[config.mk]
export PLATFORM = sky130hd
export DESIGN_NAME = dmr_handshake_fork_buffered
export DESIGN_NICKNAME = d
export VERILOG_FILES = /design/src/rtl/dmr_fork_pkg.sv /design/src/rtl/dmr_ready_voter.sv /design/src/rtl/dmr_handshake_fork_buffered.sv
export SDC_FILE = /design/constraint.sdc
export NUM_CORES = 1
export LEC_CHECK = 0
export CAP_MARGIN = 10
export CORE_MARGIN = 2
export CORE_UTILIZATION = 46
export CTS_BUF_LIST = sky130_fd_sc_hd__clkbuf_8
export DETAILED_ROUTE_END_ITERATION = 12
export PLACE_DENSITY = 0.82
export SLEW_MARGIN = 20
export SYNTH_ARGS = -nofsm -noshare
export SYNTH_HDL_FRONTEND = slang
export SYNTH_HIERARCHICAL = 1
export SYNTH_SLANG_ARGS = --single-unit
[constraint.sdc]
create_clock -name clk_i -period 2.19 [get_ports clk_i]
set_clock_uncertainty 0.1 [all_clocks]
set_input_delay 0.438 -clock clk_i [delete_from_list [all_inputs] [get_ports clk_i]]
set_output_delay 0.438 -clock clk_i [all_outputs]
set_load 0.05 [all_outputs]
[src/rtl/dmr_fork_pkg.sv]
// Shared vote-mode type and bit-counting helpers for redundant handshake forks.
// Helpers accept up to MaxLanes lanes; callers zero-extend narrower vectors.
package dmr_fork_pkg;

    typedef enum logic {
        VoteUnanimous,
        VoteMajority
    } fork_vote_e;

    localparam int unsigned MaxLanes = 32;

    function automatic int unsigned popcount(input logic [MaxLanes-1:0] bits);
        int unsigned cnt;
        cnt = 0;
        for (int i = 0; i < MaxLanes; i++) begin
            cnt += {31'd0, bits[i]};
        end
        return cnt;
    endfunction

    function automatic logic majority(input logic [MaxLanes-1:0] bits, input int unsigned lanes);
        return popcount(bits) > (lanes / 2);
    endfunction

endpackage

[src/rtl/dmr_ready_voter.sv]
// Combinational vote, mismatch and per-lane fault mask over redundant ready lines.
// Zero latency; purely combinational, so it adds no backpressure of its own.
module dmr_ready_voter
    import dmr_fork_pkg::*;
#(
    parameter int unsigned NUM_OUT   = 3,
    parameter fork_vote_e  VOTE_MODE = VoteUnanimous
) (
    input  logic [NUM_OUT-1:0] ready_i,
    output logic               vote_o,
    output logic               mismatch_o,
    output logic [NUM_OUT-1:0] fault_mask_o
);

    logic [MaxLanes-1:0] ready_ext;

    always_comb begin
        ready_ext                = '0;
        ready_ext[NUM_OUT-1:0]   = ready_i;
        if (VOTE_MODE == VoteMajority) begin
            vote_o = majority(ready_ext, NUM_OUT);
        end else begin
            vote_o = &ready_i;
        end
        mismatch_o   = (|ready_i) & ~(&ready_i);
        fault_mask_o = ready_i ^ {NUM_OUT{vote_o}};
    end

endmodule

[src/rtl/dmr_handshake_fork_buffered.sv]
// Buffered fork from one source to NUM_OUT redundant destinations with ready voting.
// Push-to-valid latency 1 cycle (no fall-through); source ready depends on fill only when enabled.
module dmr_handshake_fork_buffered
    import dmr_fork_pkg::*;
#(
    parameter type         T         = logic,
    parameter int unsigned NUM_OUT   = 3,
    parameter int unsigned DEPTH     = 2,
    parameter fork_vote_e  VOTE_MODE = VoteUnanimous,
    parameter int unsigned CNT_WIDTH = 8
) (
    input  logic                         clk_i,
    input  logic                         rst_ni,
    input  logic                         enable_i,
    input  logic                         error_before_i,
    input  logic                         error_after_i,
    output logic                         error_o,
    output logic [NUM_OUT-1:0]           fault_mask_o,
    output logic [CNT_WIDTH-1:0]         mismatch_cnt_o,
    input  logic                         clear_cnt_i,
    input  logic                         valid_i,
    output logic                         ready_o,
    input  T                             data_i,
    output logic [NUM_OUT-1:0]           valid_o,
    input  logic [NUM_OUT-1:0]           ready_i,
    output T                             data_o [NUM_OUT],
    output logic [$clog2(DEPTH+1)-1:0]   fill_o
);

    localparam int unsigned FILL_W = $clog2(DEPTH + 1);
    localparam int unsigned PTR_W  = (DEPTH > 1) ? $clog2(DEPTH) : 1;
    localparam logic [FILL_W-1:0]    FULL     = FILL_W'(DEPTH);
    localparam logic [PTR_W-1:0]     PTR_LAST = PTR_W'(DEPTH - 1);
    localparam logic [CNT_WIDTH-1:0] CNT_MAX  = '1;

    T                     mem_q [DEPTH];
    logic [PTR_W-1:0]     wr_ptr_q, wr_ptr_d;
    logic [PTR_W-1:0]     rd_ptr_q, rd_ptr_d;
    logic [FILL_W-1:0]    fill_q, fill_d;
    logic [CNT_WIDTH-1:0] cnt_q, cnt_d;

    logic               vote;
    logic               mismatch;
    logic [NUM_OUT-1:0] lane_fault;
    logic               not_empty;
    logic               push;
    logic               pop;
    T                   head;

    dmr_ready_voter #(
        .NUM_OUT   (NUM_OUT),
        .VOTE_MODE (VOTE_MODE)
    ) u_voter (
        .ready_i      (ready_i),
        .vote_o       (vote),
        .mismatch_o   (mismatch),
        .fault_mask_o (lane_fault)
    );

    assign not_empty = (fill_q != '0);
    assign head      = mem_q[rd_ptr_q];

    // Only unanimous mode stalls on disagreement; majority mode just reports it.
    assign push = enable_i & valid_i & (fill_q != FULL);
    assign pop  = enable_i & not_empty & vote & ~error_before_i & ~error_after_i
                & ~(mismatch & (VOTE_MODE == VoteUnanimous));

    always_comb begin
        ready_o      = enable_i ? (fill_q != FULL) : ready_i[0];
        valid_o      = enable_i ? {NUM_OUT{not_empty}} : {{(NUM_OUT-1){1'b0}}, valid_i};
        error_o      = enable_i & mismatch;
        fault_mask_o = enable_i ? lane_fault : '0;
        for (int i = 0; i < NUM_OUT; i++) begin
            data_o[i] = enable_i ? head : data_i;
        end
    end

    always_comb begin
        wr_ptr_d = wr_ptr_q;
        rd_ptr_d = rd_ptr_q;
        fill_d   = fill_q;
        cnt_d    = cnt_q;
        if (!enable_i) begin
            wr_ptr_d = '0;
            rd_ptr_d = '0;
            fill_d   = '0;
        end else begin
            if (push) wr_ptr_d = (wr_ptr_q == PTR_LAST) ? '0 : wr_ptr_q + 1'b1;
            if (pop)  rd_ptr_d = (rd_ptr_q == PTR_LAST) ? '0 : rd_ptr_q + 1'b1;
            if (push && !pop) begin
                fill_d = fill_q + 1'b1;
            end else if (pop && !push) begin
                fill_d = fill_q - 1'b1;
            end
        end
        if (clear_cnt_i) begin
            cnt_d = '0;
        end else if (error_o && (cnt_q != CNT_MAX)) begin
            cnt_d = cnt_q + 1'b1;
        end
    end

    always_ff @(posedge clk_i or negedge rst_ni) begin
        if (!rst_ni) begin
            wr_ptr_q <= '0;
            rd_ptr_q <= '0;
            fill_q   <= '0;
            cnt_q    <= '0;
        end else begin
            wr_ptr_q <= wr_ptr_d;
            rd_ptr_q <= rd_ptr_d;
            fill_q   <= fill_d;
            cnt_q    <= cnt_d;
        end
    end

    // Storage needs no reset: entries are only read while fill is non-zero.
    always_ff @(posedge clk_i) begin
        if (push) mem_q[wr_ptr_q] <= data_i;
    end

    assign fill_o         = fill_q;
    assign mismatch_cnt_o = cnt_q;

endmodule

==> metrics.csv <==
stage,metric,value,unit
worst_setup_path,Critical Path End Type,primary output,
synth,Main synth FF type,dfrtp_1,
worst_setup_path,WP buf/inv,1,
worst_setup_path,CP Launch Type,flop,
synth,synth warn,6,
route,initial drt markers,21,
route,Routed Antenna Nets,0,
global_route,antenna violations before repair,0,
pwr,sequential share of power,37.9,%
sta,RSZ-0062 raised after global routing,no,
worst_setup_path,cell chain of the critical path,clkdlybuf4s50_1,
clock_network,Root Driver,clkbuf_8,
route,vias,915,
global_route,first-pass GRT wire length,3.84,mm
floorplan,chip width,48.3,microns
cells_and_area,Util after Layout,76.0,%
global_route,Tot GR Track Use,23.9,%
synth,Avg Inst Size Synth,8.84,sq um
synth,Post-synth ARST share,85.7,%
worst_setup_path,CP Max Fanout,8,
route,DRC,0,
floorplan,Die Ht,48.3,microns
clock_network,H-tree depth,1,
cells_and_area,share of post-route cells with drive strength above 1,23.0,%
route,Via density,5.51,
sta,Max-slew headroom,60.6,%
cells_and_area,# fillers,127,
synth,"Net Count, Synth",114,
worst_setup_path,"slowest stage delay, CP",0.85,ns
worst_setup_path,slowest CP cell,clkdlybuf4s50_1,
global_route,pin count of the biggest net entering global routing,13,
status,status,finished clean,
clock_network,clock tree sinks,14,
pwr,sw frac,32.4,%
cells_and_area,"commonest non-fill, non-tap cell in the layout",clkdlybuf4s50_1,
worst_setup_path,Worst EP arrival,1.54,ns
cells_and_area,area grow syn2layout,60.2,%
global_route,Overflow after GRT,0,
sta,final hold viol count,0,
global_route,vias in the first global route,868,
clock_network,clock transition at the registers of the reported paths,0.06,ns
cells_and_area,"commonest cells after routing, fill and taps aside","clkdlybuf4s50_1 (16), dfrtp_1 (12), buf_12 (11)",
cells_and_area,nets,152,
pwr,Clk pwr share,28.9,%
job,MaxCap Viol Count,0,
worst_setup_path,WS Path Type,reg -> out,
sta,Peak Freq,481,MHz
floorplan,Starting Density,47.4,%
synth,Synth cell types,34,
sta,setup_tns,0,ns
synth,post-synthesis sequential area ratio,39.9,%
route,drt pass-1 iters,4,
sta,"Slew Viols, Final",0,
route,drt wl/cell,14.9,microns
synth,Post-Syn Instances,102,
pwr,leakage power,0.000606,uW
floorplan,Core ar.,1900,sq um
floorplan,full die area,2330,sq um
route,routed wire length,2.48,mm
placed_design,GPL Wtd Cong,0.902,
worst_setup_path,worst path required time,1.65,ns
synth,"EDFF count, synth",2,
clock_network,clock tree buffer depth,2,
pwr,Switch Pwr,244,uW
worst_setup_path,CP top delay family,buffers and inverters,
floorplan,Rows,16,
clock_network,# Post-CTS Setup Buffers,0,
sta,Finish-stage setup viols,0,
sta,final period utilization,95.0,%
synth,mapped cell area,902,sq um
pwr,Power Density,521,nW/um^2
placed_design,port buffer count,31,
pwr,Internal,508,uW
synth,register bit total from synthesis,14,
sta,Period minus WS final,2.08,ns
sta,WHS,0.465,ns
cells_and_area,n_diodes,0,
clock_network,clock buffer count from CTS,3,
pwr,VDD IR max,0.000415,V
clock_network,Skew-Pair Late Insertion Delay,0.24,ns
floorplan,I/O Pins,32,
clock_network,CTS tree,yes,
min_path,Hold Path Class,in -> async,
placed_design,HPWL after DPL,1.91,mm
sta,pin slew with the least headroom to its limit,0.589,ns
pwr,Comb pwr share,33.2,%
path summary, 6_finish.rpt:
check                                           endpoint  cells after the start                     startpoint  slack (ns)
max                                            fill_o[1]                      1          fill_o[1]$_DFFE_PN0P_        0.11
min                                 rd_ptr_q$_DFFE_PN0P_                      1                         rst_ni        0.47
max reg2reg                mismatch_cnt_o[6]$_DFFE_PN0P_                      4  mismatch_cnt_o[0]$_DFFE_PN0P_        0.47
min reg2reg                mismatch_cnt_o[5]$_DFFE_PN0P_                      1  mismatch_cnt_o[4]$_DFFE_PN0P_        0.49
max in group asynchronous          fill_o[0]$_DFFE_PN0P_                      1                         rst_ni        1.14
min in group clk_i                 fill_o[1]$_DFFE_PN0P_                      3                       enable_i        0.47
registers in the layout (all words and copies together) (netlist names):
register	flops
wr_ptr_q	1
mem_q	2
fill_o	2
mismatch_cnt_o	8
rd_ptr_q	1
what timing repair did:
item,4_1_cts,5_1_grt
endpoints found under the setup margin,2,5
gates cloned,0,0
hold buffers,0,0
gates resized for setup,5,1
cell type report:
cell class,count,area [sq um],area share (%)
Clock buffer,3,41.3,2.86
Sequential cell,14,360,24.9
Timing Repair Buffer,40,487,33.7
Inverter,7,26.3,1.82
Tap cell,27,33.8,2.34
Clock inverter,1,3.75,0.260
Multi-Input combinational cell,74,493,34.1
kinds of logic after synthesis:
kind of cell    share of synthesized area [%]
compound gates                           17.5
buf+inv                                  7.35
mux                                      5.83
flops                                    39.9
simple gates                             28.0
fa+ha+maj                                1.39
stage by stage:
step                area (sq um)  std cells  setup WS (ns)  power (uW)
floorplan                    917        102        0.00367         419
global placement            1400        162         -0.165         535
detailed placement          1400        162         -0.300         541
CTS                         1440        166         0.0243         759
global route                1450        166         0.0541         786
finish                      1450        166          0.110         752
metal layers:
metal	track usage, %	part of all wire, %	wire [microns]
met2	42.9	54	1330
met5	0	0	0
met3	3.33	3.8	94
met1	28.7	41	1020
met4	8.65	1.3	31
Yosys cell counts (4+ instances only):
library cell / number / area share, %
o21ai_0: 4 / 2.2
nand3_1: 5 / 2.8
nand2b_1: 4 / 2.8
nor4_1: 4 / 2.8
a21oi_1: 6 / 3.3
nor2_1: 4 / 1.7
inv_1: 7 / 2.9
dfrtp_1: 12 / 33
or3_1: 4 / 2.8
a31oi_1: 5 / 3.5
nor2b_1: 4 / 2.8
nand2_1: 5 / 2.1
power by group through the flow:
stage | registers [uW] | clock network (uW) | logic, uW
floorplan | 310 | 0 | 109
global placement | 289 | 0 | 246
detailed placement | 290 | 0 | 251
CTS | 285 | 222 | 251
global route | 287 | 235 | 265
finish | 286 | 217 | 250
Power figures use the tool's default switching activity.
